<file path="config.mk">
export PLATFORM = sky130hd
export DESIGN_NAME = oled_page_sequencer
export DESIGN_NICKNAME = d
export VERILOG_FILES = /design/src/rtl/oled_seq_pkg.sv /design/src/rtl/oled_char_buffer.sv /design/src/rtl/oled_page_sequencer.sv
export SDC_FILE = /design/constraint.sdc
export NUM_CORES = 2
export LEC_CHECK = 0
export CELL_PAD_IN_SITES_DETAIL_PLACEMENT = 0
export CELL_PAD_IN_SITES_GLOBAL_PLACEMENT = 1
export CORE_ASPECT_RATIO = 1.75
export CORE_MARGIN = 3
export CORE_UTILIZATION = 40
export CTS_BUF_LIST = sky130_fd_sc_hd__clkbuf_4
export CTS_CLUSTER_SIZE = 12
export DETAILED_ROUTE_END_ITERATION = 12
export GPL_ROUTABILITY_DRIVEN = 0
export HOLD_SLACK_MARGIN = 0.03
export PLACE_DENSITY_LB_ADDON = 0.1
export SYNTH_ARGS = -nofsm -noshare
export SYNTH_HDL_FRONTEND = slang
export SYNTH_SLANG_ARGS = --single-unit
</file>
<file path="constraint.sdc">
create_clock -name CLK -period 2.4 [get_ports CLK]
set_input_delay 0.36 -clock CLK [delete_from_list [all_inputs] [get_ports CLK]]
set_output_delay 0.36 -clock CLK [all_outputs]
set_load 0.02 [all_outputs]
</file>
<file path="src/rtl/oled_seq_pkg.sv">
// oled_seq_pkg: shared types and geometry for the OLED page sequencer
package oled_seq_pkg;

    typedef enum logic [2:0] {IDLE, SNAP, REQ, RELEASE, HOLDOFF} seq_state_t;

    localparam int PAGE_W = 128;
    localparam int COLS   = 16;
    localparam int PAGES  = 4;
    localparam int CELLS  = PAGES * COLS;

    localparam logic [7:0] CHAR_SPACE = 8'h20;

    // Write address: [5:4] selects the page, [3:0] the column
    localparam int ADDR_W   = 6;
    localparam int COL_W    = 4;
    localparam int PAGE_SEL_W = 2;
    localparam int COL_LSB  = 0;
    localparam int PAGE_LSB = COL_W;

endpackage

</file>
<file path="src/rtl/oled_char_buffer.sv">
// oled_char_buffer: 64 x 8 working text buffer with clear and flattened page read-out
module oled_char_buffer
    import oled_seq_pkg::*;
(
    input  logic                     clk,
    input  logic                     rst_n,
    input  logic                     wr_en,
    input  logic [ADDR_W-1:0]        wr_addr,
    input  logic [7:0]               wr_data,
    input  logic                     clr,
    output logic [PAGES*PAGE_W-1:0]  rd
);

    logic [7:0] mem [CELLS];

    // Character storage: clear beats a same-cycle write
    always_ff @(posedge clk or negedge rst_n) begin
        if (!rst_n) begin
            for (int i = 0; i < CELLS; i++) mem[i] <= CHAR_SPACE;
        end else if (clr) begin
            for (int i = 0; i < CELLS; i++) mem[i] <= CHAR_SPACE;
        end else if (wr_en) begin
            mem[wr_addr] <= wr_data;
        end
    end

    // Page p occupies rd[p*PAGE_W +: PAGE_W]; column 0 sits in the top byte
    for (genvar p = 0; p < PAGES; p++) begin : g_page
        for (genvar c = 0; c < COLS; c++) begin : g_col
            assign rd[p*PAGE_W + PAGE_W-1-8*c -: 8] = mem[p*COLS + c];
        end
    end

endmodule

</file>
<file path="src/rtl/oled_page_sequencer.sv">
// oled_page_sequencer: snapshots the text buffer onto page buses and runs the EN/FIN refresh handshake (optional OLED_SEQ_AUTO_REFRESH_EN)
module oled_page_sequencer
    import oled_seq_pkg::*;
#(
    parameter int MIN_REFRESH_CYCLES = 1000000,
    parameter int FIN_TIMEOUT        = 4000000
) (
    input  logic               CLK,
    input  logic               RST,
    input  logic               WR_EN,
    input  logic [ADDR_W-1:0]  WR_ADDR,
    input  logic [7:0]         WR_DATA,
    input  logic               CLR,
    input  logic               COMMIT,
    output logic               OLED_EN,
    input  logic               OLED_FIN,
    output logic [PAGE_W-1:0]  PAGE0,
    output logic [PAGE_W-1:0]  PAGE1,
    output logic [PAGE_W-1:0]  PAGE2,
    output logic [PAGE_W-1:0]  PAGE3,
    output logic               BUSY,
    output logic               ERR
);

    localparam int TW = FIN_TIMEOUT > 1 ? $clog2(FIN_TIMEOUT) : 1;
    localparam int HW = MIN_REFRESH_CYCLES > 1 ? $clog2(MIN_REFRESH_CYCLES) : 1;
    localparam logic [TW-1:0] T_LAST = TW'(FIN_TIMEOUT - 1);
    localparam logic [HW-1:0] H_LAST = HW'(MIN_REFRESH_CYCLES - 1);

    seq_state_t                state;
    logic                      pending;
    logic                      start;
    logic [TW-1:0]             tcnt;
    logic [HW-1:0]             hcnt;
    logic [PAGES*PAGE_W-1:0]   work;

    oled_char_buffer u_buf (
        .clk     (CLK),
        .rst_n   (RST),
        .wr_en   (WR_EN),
        .wr_addr (WR_ADDR),
        .wr_data (WR_DATA),
        .clr     (CLR),
        .rd      (work)
    );

`ifdef OLED_SEQ_AUTO_REFRESH_EN
    logic dirty;

    // Any edit marks the buffer dirty; an edit landing in SNAP stays pending for the next refresh
    always_ff @(posedge CLK or negedge RST) begin
        if (!RST) dirty <= 1'b0;
        else dirty <= (WR_EN || CLR) ? 1'b1 : (state == SNAP ? 1'b0 : dirty);
    end

    assign start = COMMIT || pending || dirty;
`else
    assign start = COMMIT || pending;
`endif

    assign BUSY = state != IDLE;

    // Refresh FSM: snapshot, hold EN until FIN or timeout, wait for FIN low, then rate-limit
    always_ff @(posedge CLK or negedge RST) begin
        if (!RST) begin
            state   <= IDLE;
            OLED_EN <= 1'b0;
            ERR     <= 1'b0;
            pending <= 1'b0;
            tcnt    <= '0;
            hcnt    <= '0;
            PAGE0   <= '0;
            PAGE1   <= '0;
            PAGE2   <= '0;
            PAGE3   <= '0;
        end else begin
            ERR <= 1'b0;
            if (state != IDLE && COMMIT) pending <= 1'b1;
            case (state)
                IDLE: begin
                    pending <= 1'b0;
                    if (start) state <= SNAP;
                end
                SNAP: begin
                    PAGE0   <= work[0*PAGE_W +: PAGE_W];
                    PAGE1   <= work[1*PAGE_W +: PAGE_W];
                    PAGE2   <= work[2*PAGE_W +: PAGE_W];
                    PAGE3   <= work[3*PAGE_W +: PAGE_W];
                    OLED_EN <= 1'b1;
                    tcnt    <= '0;
                    state   <= REQ;
                end
                REQ: begin
                    if (OLED_FIN) begin
                        OLED_EN <= 1'b0;
                        state   <= RELEASE;
                    end else if (tcnt == T_LAST) begin
                        OLED_EN <= 1'b0;
                        ERR     <= 1'b1;
                        state   <= RELEASE;
                    end else begin
                        tcnt <= tcnt + 1'b1;
                    end
                end
                RELEASE: begin
                    if (!OLED_FIN) begin
                        hcnt  <= '0;
                        state <= HOLDOFF;
                    end
                end
                HOLDOFF: begin
                    if (hcnt == H_LAST) state <= IDLE;
                    else hcnt <= hcnt + 1'b1;
                end
                default: state <= IDLE;
            endcase
        end
    end

endmodule

</file>
==> results.cfg <==
[status]
status = finished with violations
violations = negative setup slack

[cells_and_area]
num-fill-cells = 10200
syn2layout_area_growth_pct = 27.8
fin_nets = 5462
fin_util_pct = 51.7
drive_above_1_share_pct = 19.9

[worst_hold_path]
hold_class = in -> reg

[timing]
period_share_pct = 103
period_minus_slack_ns = 2.47
max_freq_mhz = 404
worst-slew-pin-transition_ns = 0.664
clock_skew_ns = 0.0540
setup_viol = 1
rsz0062_at_grt = yes
worst_slew_margin_rel_pct = 55.8
slew_violations = 0
hold_viol = 0
setup_slack_ns = -0.0747

[drt]
top_layer = met4
wl_met3_um = 8870
drt_pass1_iterations = 6
wl_met1_um = 62300
wl_met2_um = 70600
drt-initial-drc-count = 2449
wl_per_cell_um = 20.8
wl_um = 145000
route.detailed.drc = 0
ant_nets = 0
via_per_inst = 5.14
vias = 35900

[floorplan]
core_sq_mm = 0.106
die_area_sq_mm = 0.111
num_rows = 158
die_h_um = 439
die_x_um = 254
pin_count = 535
start_util_pct = 40.4

[placement]
portBuffers = 534
hpwl_um = 95500

[synthesis]
syn_inst = 4691
syn_avg_cell_area_sq_um = 9.15
synth_ff_type = dfrtp_1
synth_edf_count = 0
synth_seq_area_share_pct = 62.7
yosys_warnings = 0
ys_ff_latch = 1072
yosysUniqueCellTypes = 57
synth_nets = 4713
syn_area_sq_mm = 0.0429
async_reset_ff_share_pct = 100

[power_and_ir_drop]
switching_share_pct = 32.5
total_power_w = 0.0442
intPower_w = 0.0299
clock_power_share_pct = 35.2
p_sw_w = 0.0144
peakVddDrop_mv = 0.407
leakage_nw = 27.0
pwr_density_cell_mw_per_mm2 = 806
combPwrFrac_pct = 19.9
pwr-share-seq_pct = 44.8

[setup_path]
crit_required_ns = 2.04
critical_path.max_fanout = 2
critPathKind = reg -> out
cp_top_family = flip-flops
crit_path_top_delay_cell = dfrtp_2
critPathLaunchType = register
crit_path_cell_trace = or3_4, buf_6
endpoint_kind = primary output
cpPeakStageDelay_ns = 0.43
cp.buffers_inverters = 1
arrival_ns = 2.11

[clocking]
cts_root_buf = clkbuf_4
clkTransAtPathRegs_ns = 0.06
cts_buffers = 280
clk_latency_ns = 1.19
clock-sinks = 1072
clockBufferDepth = 4
cts.htree.levels = 5
cts_tree = built

[global_route]
antenna_found_initial = 5
grt_first_pass_wirelength_um = 223000
grt_max_degree = 94
track_usage_pct = 26.2
overflow = 0
grt_pass1_vias = 36600

[job]
max_cap_violations = 0
-- what timing repair did --
action                                  CTS  global route
pin swaps                                 0             1
endpoints found under the hold margin  1589             0
setup buffers                             5             1
hold buffers                             23             0
gates resized for setup                1423             1
setup endpoints to repair               515             2
-- registers in the layout, indices dropped and copies added (netlist names) --
name and cells:
state 3, PAGE0 128, PAGE1 128, tcnt 22
PAGE2 128, u_buf.rd 512, ERR 1, pending 1
hcnt 20, OLED_EN 1, PAGE3 128
-- routing by layer --
metal	vias to the layer above	track usage [%]
li1	16900	-
met1	17700	34.4
met2	1193	43.2
met3	215	6.00
met4	0	7.96
met5	-	0
-- area by class of cell --
class | instances | area, sq um | area share (%)
sequential | 1072 | 26900 | 49.1
multi-input combinational | 3282 | 14800 | 27.0
timing repair buffer | 793 | 7980 | 14.5
clock buffer | 424 | 3180 | 5.80
tap | 1360 | 1700 | 3.10
clock inverter | 50 | 196 | 0.358
inverter | 11 | 43.8 | 0.0798
antenna | 5 | 12.5 | 0.0228
-- power by group through the flow --
| stage | clock, W | sequential [W] | combinational, W |
|---|---|---|---|
| 2_1_floorplan | 0 | 0.0208 | 0.00368 |
| 3_3_place_gp | 0 | 0.0202 | 0.00923 |
| 3_5_place_dp | 0 | 0.0201 | 0.00927 |
| 4_1_cts | 0.0161 | 0.0198 | 0.00896 |
| 5_1_grt | 0.0171 | 0.0199 | 0.00962 |
| 6_report | 0.0156 | 0.0198 | 0.00881 |
-- path summary, 6_finish.rpt --
check,startpoint,endpoint,slack (ns),cells after the start
setup reg to reg,hcnt[13],hcnt[8],0.18,6
min in group asynchronous,RST,PAGE1[122],0.42,4
hold reg to reg,u_buf.rd[30],PAGE0[30],0.45,2
max in group asynchronous,RST,u_buf.rd[237],1.03,6
setup / recovery,state[2],BUSY,-0.07,2
hold / removal,WR_DATA[5],u_buf.rd[469],0.20,4
-- cell usage after synthesis (all sizes together) (17+ instances only) --
| cell | number | area share (%) |
|---|---|---|
| nor2 | 110 | 1.0 |
| dfstp | 64 | 3.9 |
| buf | 64 | 0.64 |
| nand3 | 325 | 3.8 |
| o21ai | 17 | 0.20 |
| a211o | 55 | 1.1 |
| a31oi | 28 | 0.45 |
| and3 | 59 | 0.86 |
| clkbuf | 262 | 2.3 |
| a21oi | 395 | 4.6 |
| mux2i | 71 | 1.7 |
| dfrtp | 1008 | 59 |
| nand2 | 2099 | 18 |
-- worst min-delay path, cell delays in order --
cell	delay, ns
dlygate4sd3_1	0.53
buf_4	0.25
nand2_1	0.10
nand3b_1	0.08
-- placed cells by master (no fill, tap or decap), types with 9 or more instances in the layout --
cell             synthesis  routed
a211o_1                 55      55
a21oi_1                395     395
a31oi_1                 25      25
and3_1                  59      58
buf_12                   0      86
buf_2                    6     119
buf_4                    0     158
clkbuf_4                 0     424
clkdlybuf4s15_1          0     148
clkdlybuf4s15_2          0     182
clkdlybuf4s50_1          0       9
clkinv_1                 0      37
dfrtp_1               1008     985
dfrtp_2                  0      23
dfstp_2                 64      64
dlygate4sd2_1            0      64
dlygate4sd3_1            0      22
inv_1                   10      10
mux2i_1                 71      71
nand2_1               2099    2099
nand2b_1                10      10
nand3_1                325     325
nand3b_1                14      14
nand4_1                  9       9
nor2_1                 100      92
nor2_2                  10      11
nor2b_1                 14      14
o21ai_0                 15      15
-- cell families (layout without fill, tap and decap cells) --
| group | after synthesis | in the layout | synth area share (%) |
|---|---|---|---|
| mux | 72 | 72 | 1.68 |
| flops | 1072 | 1072 | 62.7 |
| other cells | 0 | 5 | 0 |
| fa+ha+maj | 2 | 2 | 0.0583 |
| xor+xnor | 1 | 1 | 0.0204 |
| compound gates | 524 | 524 | 6.95 |
| buf+inv | 337 | 1278 | 3.03 |
| simple gates | 2683 | 2683 | 25.5 |
-- metrics by stage --
stage            TNS, ns  instance area [sq um]  hold slack (ns)  worst slack, ns  std cells
2_1_floorplan          0                  42900           0.0644            0.381       4691
3_3_place_gp   -0.000144                  51600            0.317        -0.000144       6490
3_5_place_dp     -0.0536                  51600            0.312          -0.0419       6490
4_1_cts           -0.277                  54800           0.0344           -0.277       6992
5_1_grt           -0.448                  54800           0.0810           -0.244       6997
6_report         -0.0747                  54800            0.198          -0.0747       6997
Note: power is estimated with default switching activity, not from simulation.
